**config.mk**
```make
export PLATFORM = sky130hd
export DESIGN_NAME = event_blinker
export DESIGN_NICKNAME = d
export VERILOG_FILES = /design/src/rtl/blink_pkg.sv /design/src/rtl/event_blinker.sv
export SDC_FILE = /design/constraint.sdc
export NUM_CORES = 1
export LEC_CHECK = 0
export CAP_MARGIN = 40
export CORE_MARGIN = 2
export CORE_UTILIZATION = 60
export CTS_BUF_LIST = sky130_fd_sc_hd__clkbuf_4 sky130_fd_sc_hd__clkbuf_8 sky130_fd_sc_hd__clkbuf_16
export CTS_CLUSTER_DIAMETER = 200
export DETAILED_ROUTE_END_ITERATION = 10
export HOLD_SLACK_MARGIN = 0.08
export PLACE_DENSITY = 0.8
export SLEW_MARGIN = 10
export SYNTH_ARGS = -nofsm -noshare
export SYNTH_HDL_FRONTEND = slang
export SYNTH_SLANG_ARGS = --single-unit
```
**constraint.sdc**
```tcl
create_clock -name clk -period 6.7 [get_ports clk]
set_clock_uncertainty 0.05 [all_clocks]
set_input_delay 1.005 -clock clk [delete_from_list [all_inputs] [get_ports clk]]
set_output_delay 1.005 -clock clk [all_outputs]
set_load 0.05 [all_outputs]
```
**src/rtl/blink_pkg.sv**
```systemverilog
// Shared LED/buzzer blink definitions.
// Holds the blink FSM state type and default timing constants.
package blink_pkg;

   typedef enum logic [1:0] {
      IDLE = 2'd0,
      ON   = 2'd1,
      OFF  = 2'd2
   } blink_state_t;

   // 100 ms at 50 MHz
   localparam int BLINK_ON_DEF  = 5_000_000;
   localparam int BLINK_OFF_DEF = 5_000_000;

endpackage

```
**src/rtl/event_blinker.sv**
```systemverilog
// Turns single-cycle event pulses into visible LED blinks.
// Events arriving mid-blink are queued and replayed back-to-back.
module event_blinker
   import blink_pkg::*;
#(
   parameter int ON_CNT  = BLINK_ON_DEF,
   parameter int OFF_CNT = BLINK_OFF_DEF,
   parameter int PEND_W  = 4
) (
   input  logic              clk,
   input  logic              reset,
   input  logic              evt_pulse,
   output logic              led_out,
   output logic              busy,
   output logic [PEND_W-1:0] pending,
   output logic              overflow
);

   localparam int MAXC = (ON_CNT > OFF_CNT) ? ON_CNT : OFF_CNT;
   localparam int CW   = $clog2(MAXC + 1);
   localparam logic [CW-1:0] ON_LD  = CW'(ON_CNT - 1);
   localparam logic [CW-1:0] OFF_LD = CW'(OFF_CNT - 1);

   blink_state_t      r_state;
   blink_state_t      w_nxt;
   logic [CW-1:0]     r_cnt;
   logic [CW-1:0]     w_cnt_nxt;
   logic              w_start;
   logic              w_pend_nz;
   logic              w_full;
   logic              w_inc;
   logic              w_dec;
   logic              w_cnt_zero;

   assign w_pend_nz  = (pending != '0);
   assign w_full     = &pending;
   assign w_cnt_zero = (r_cnt == '0);

   always_comb begin
      w_nxt   = r_state;
      w_start = 1'b0;
      case (r_state)
         IDLE: begin
            w_start = evt_pulse || w_pend_nz;
         end
         ON: begin
            if (w_cnt_zero) w_nxt = OFF;
         end
         OFF: begin
            if (w_cnt_zero) begin
               if (evt_pulse || w_pend_nz) w_start = 1'b1;
               else                        w_nxt   = IDLE;
            end
         end
         default: w_nxt = IDLE;
      endcase
      if (w_start) w_nxt = ON;
   end

   // One down-counter serves both the ON and OFF phases
   always_comb begin
      w_cnt_nxt = r_cnt;
      if (w_start)
         w_cnt_nxt = ON_LD;
      else if (r_state == ON && w_cnt_zero)
         w_cnt_nxt = OFF_LD;
      else if (!w_cnt_zero)
         w_cnt_nxt = r_cnt - 1'b1;
   end

   // A start drains the queue first; the pulse is consumed only when empty
   assign w_dec = w_start && w_pend_nz;
   assign w_inc = evt_pulse && !(w_start && !w_pend_nz);

   always_ff @(posedge clk) begin
      if (reset) begin
         r_state  <= IDLE;
         r_cnt    <= '0;
         led_out  <= 1'b0;
         busy     <= 1'b0;
         pending  <= '0;
         overflow <= 1'b0;
      end else begin
         r_state <= w_nxt;
         r_cnt   <= w_cnt_nxt;
         led_out <= (w_nxt == ON);
         busy    <= (w_nxt != IDLE);
         if (w_inc && !w_dec) begin
            if (w_full) overflow <= 1'b1;
            else        pending  <= pending + PEND_W'(1);
         end else if (w_dec && !w_inc) begin
            pending <= pending - PEND_W'(1);
         end
      end
   end

endmodule

```
==> results by group <==
Run status
  – Status: finished, final reports clean

Synthesis
  – Yosys cell types: 46
  – Syn Nets: 203
  – Yosys top cell area share: 37.2%
  – Syn Area/Cell: 8.78 µm²
  – EDFF count, synth: 0
  – Post-Synthesis Cells: 196
  – Synth warn: 0
  – Async SR Flop Fraction: 0%
  – Mapped Area: 1720 µm²
  – Seq/Total Area, Yosys: 37.2%
  – Main synth FF type: dfxtp_1
  – Number of synthesized register bits: 32
  – Synth top area cells: dfxtp_1 (37%), a21oi_1 (6.7%), o21ai_0 (3.8%)
  – Post-synth top area cell: dfxtp_1

Die
  – Io pins: 10
  – Row cnt: 19
  – Chip height: 57.5 µm
  – Die ar.: 3310 µm²
  – Core area: 2730 µm²
  – Die X: 57.5 µm
  – Starting density of the core: 62.9%

Worst setup path
  – Arr. time, crit path: 3.50 ns
  – CP max FO: 10
  – CP endpoint kind: register
  – Kind of critical path: reg -> reg
  – Crit-path cells: inv_1, ha_1, nor4b_4, and4b_1, a21oi_1, o21ai_0, ha_1, a21o_1, a21oi_1, nand2_1, mux2i_1, mux2_2
  – Worst EP required: 6.88 ns
  – Logic depth of the worst register-to-register path: 12
  – Crit start category: register
  – CP max stage delay: 0.47 ns
  – Crit-path slowest cell: and4b_1

Routing
  – Pre-Repair DR Iteration Count: 4
  – Final ANT Viol Nets: 0
  – WL final: 3860 µm
  – Routed vias: 1609
  – Routed length per instance: 16.3 µm
  – Detail-routed via count per cell: 6.79
  – Starting DRC count in detailed routing: 74
  – DRC: 0

CTS
  – CTS clock-pin slew for the worst setup and hold paths: 0.09 ns
  – Clk sinks: 32
  – Hold_buf cts: 0
  – CTS tree: built
  – CTS buffer count: 5
  – Max Buffers Root-to-Sink: 2
  – Later-pin clock latency in the skew report: 0.34 ns
  – # H-tree levels: 2
  – Root Buffer: clkbuf_4
  – Setup Buffers After CTS: 0
  – CTS resizes: 0

Power
  – Worst vdd ir: 336 µV
  – Pleak: 0.682 nW
  – P per Cell Area: 406 nW/µm²

Placement
  – Placed insts: 230
  – Placed inst area: 1830 µm²
  – GP Congestion: 0.831
  – IO Port Bufs: 9
  – Hpwl dp: 2810 µm

Global routing
  – Largest net degree at the start of global routing: 16
  – Tot GR Track Use: 26.1%
  – Total grt overflow: 0
  – Global-route wire length before repair: 6780 µm
  – Initial antenna violation count: 0
  – Number of global-route vias before repair: 1523

STA
  – Worst-Margin Slew: 1.03 ns
  – Setup TNS: 0 ns
  – FMAX: 301 MHz
  – Rel. slew slack: 31.6%
  – Final Hold Vio Count: 0
  – Finish-stage setup viols: 0
  – Final Cycle Share: 49.6%
  – RSZ-0062 raised after global routing: false
  – Min Tclk post-route: 3.32 ns
  – Final hold slack: 0.404 ns
  – Final Max Slew Viols: 0

Final layout
  – Register area: 641 µm²
  – Final nets: 213
  – Footprint of the multi-input gates: 1020 µm²
  – Fill cell count: 237
  – Final core occ: 68.7%
  – Syn-to-layout area delta: 9.24%
  – Diodes inserted: 0
  – Finished layout cell area: 1880 µm²
  – Share of layout cells above drive strength 1: 8.74%
  – Finished Layout Cells: 237

Min path
  – Hold Path Class: reg -> reg
  – Hold Crit Depth: 2

Run
  – Max cap viols: 0
-- Yosys cell counts, types with 2 or more instances --
library cell / number
nor4_1: 6
a31oi_1: 4
nor2b_1: 3
nor2_1: 15
xor2_1: 2
nand2_1: 8
o21ai_0: 13
a211oi_1: 2
nor3_2: 3
nand2b_1: 3
xnor2_1: 6
a21o_1: 2
nand4_1: 4
a21oi_1: 23
buf_2: 4
or4_1: 7
or2_2: 2
mux2_1: 2
clkbuf_1: 3
dfxtp_1: 32
mux2i_1: 4
or3_1: 7
o31ai_1: 6
inv_1: 7
nand3_1: 3
ha_1: 3
nor3_1: 3
-- area by class of cell --
| class | count | area share [%] |
|---|---|---|
| multi-input combinational | 150 | 54.4 |
| sequential | 32 | 34.1 |
| timing repair buffer | 10 | 5.39 |
| clock buffer | 6 | 2.40 |
| tap | 31 | 2.06 |
| inverter | 7 | 1.40 |
| clock inverter | 1 | 0.266 |
-- sequential cells by signal, summed over array words and instances (netlist names) --
name,flops
r_cnt,23
led_out,1
pending,4
r_state,2
busy,1
overflow,1
-- logic make-up after synthesis --
kind of cell             synth area share, %
AO/OA/AOI/OAI                           21.3
XOR/XNOR                                4.07
adder cells (fa/ha/maj)                 3.35
buffers and inverters                   3.35
flip-flops                              37.2
multiplexers                            4.29
AND/OR/NAND/NOR                         26.4
-- metrics by stage --
step	setup slack [ns]	power [mW]
global route	3.13	0.815
global placement	3.64	0.636
CTS	3.41	0.760
detailed placement	3.43	0.653
finish	3.38	0.763
floorplan	3.85	0.565
-- cells in the final DEF (no fill, tap or decap), drive strengths merged, types with 4 or more instances in the layout --
master         Yosys  final
nand2              8      8
mux2i              4      4
nor3               6      6
a21oi             23     23
or3                7      7
nand4              4      4
a31oi              4      4
dfxtp             32     32
xnor2              6      6
clkbuf             3      6
nor4               7      7
or4                7      7
inv                7      7
clkdlybuf4s50      0      9
o21ai             13     13
o31ai              6      6
nor2              15     15
-- worst paths after layout --
kind,from,end,slack [ns]
worst min register to register,overflow,overflow,0.40
worst max-delay path,r_cnt[0],pending[3],3.38
worst min-delay path,overflow,overflow,0.40
worst max register to register,r_cnt[0],pending[3],3.38
-- critical path: cells and delay by family, from the launching register on --
family | cells | cell delay, ns
simple gates | 3 | 0.82
buf+inv | 1 | 0.07
compound gates | 4 | 0.91
flops | 1 | 0.36
mux | 2 | 0.50
fa+ha+maj | 2 | 0.51
-- layer usage --
metal,track usage (%),wire [µm],up-vias
met4,10.6,70,0
li1,-,-,756
met5,0,0,-
met1,33.5,1680,774
met2,41.7,1910,65
met3,7.03,205,14
-- report_power, final --
part / switching [mW] / total, mW / internal [mW]
combinational: 0.217 / 0.358 / 0.141
clock: 0.0653 / 0.108 / 0.0426
sequential: 0.0621 / 0.297 / 0.235
Power figures use the tool's default switching activity.
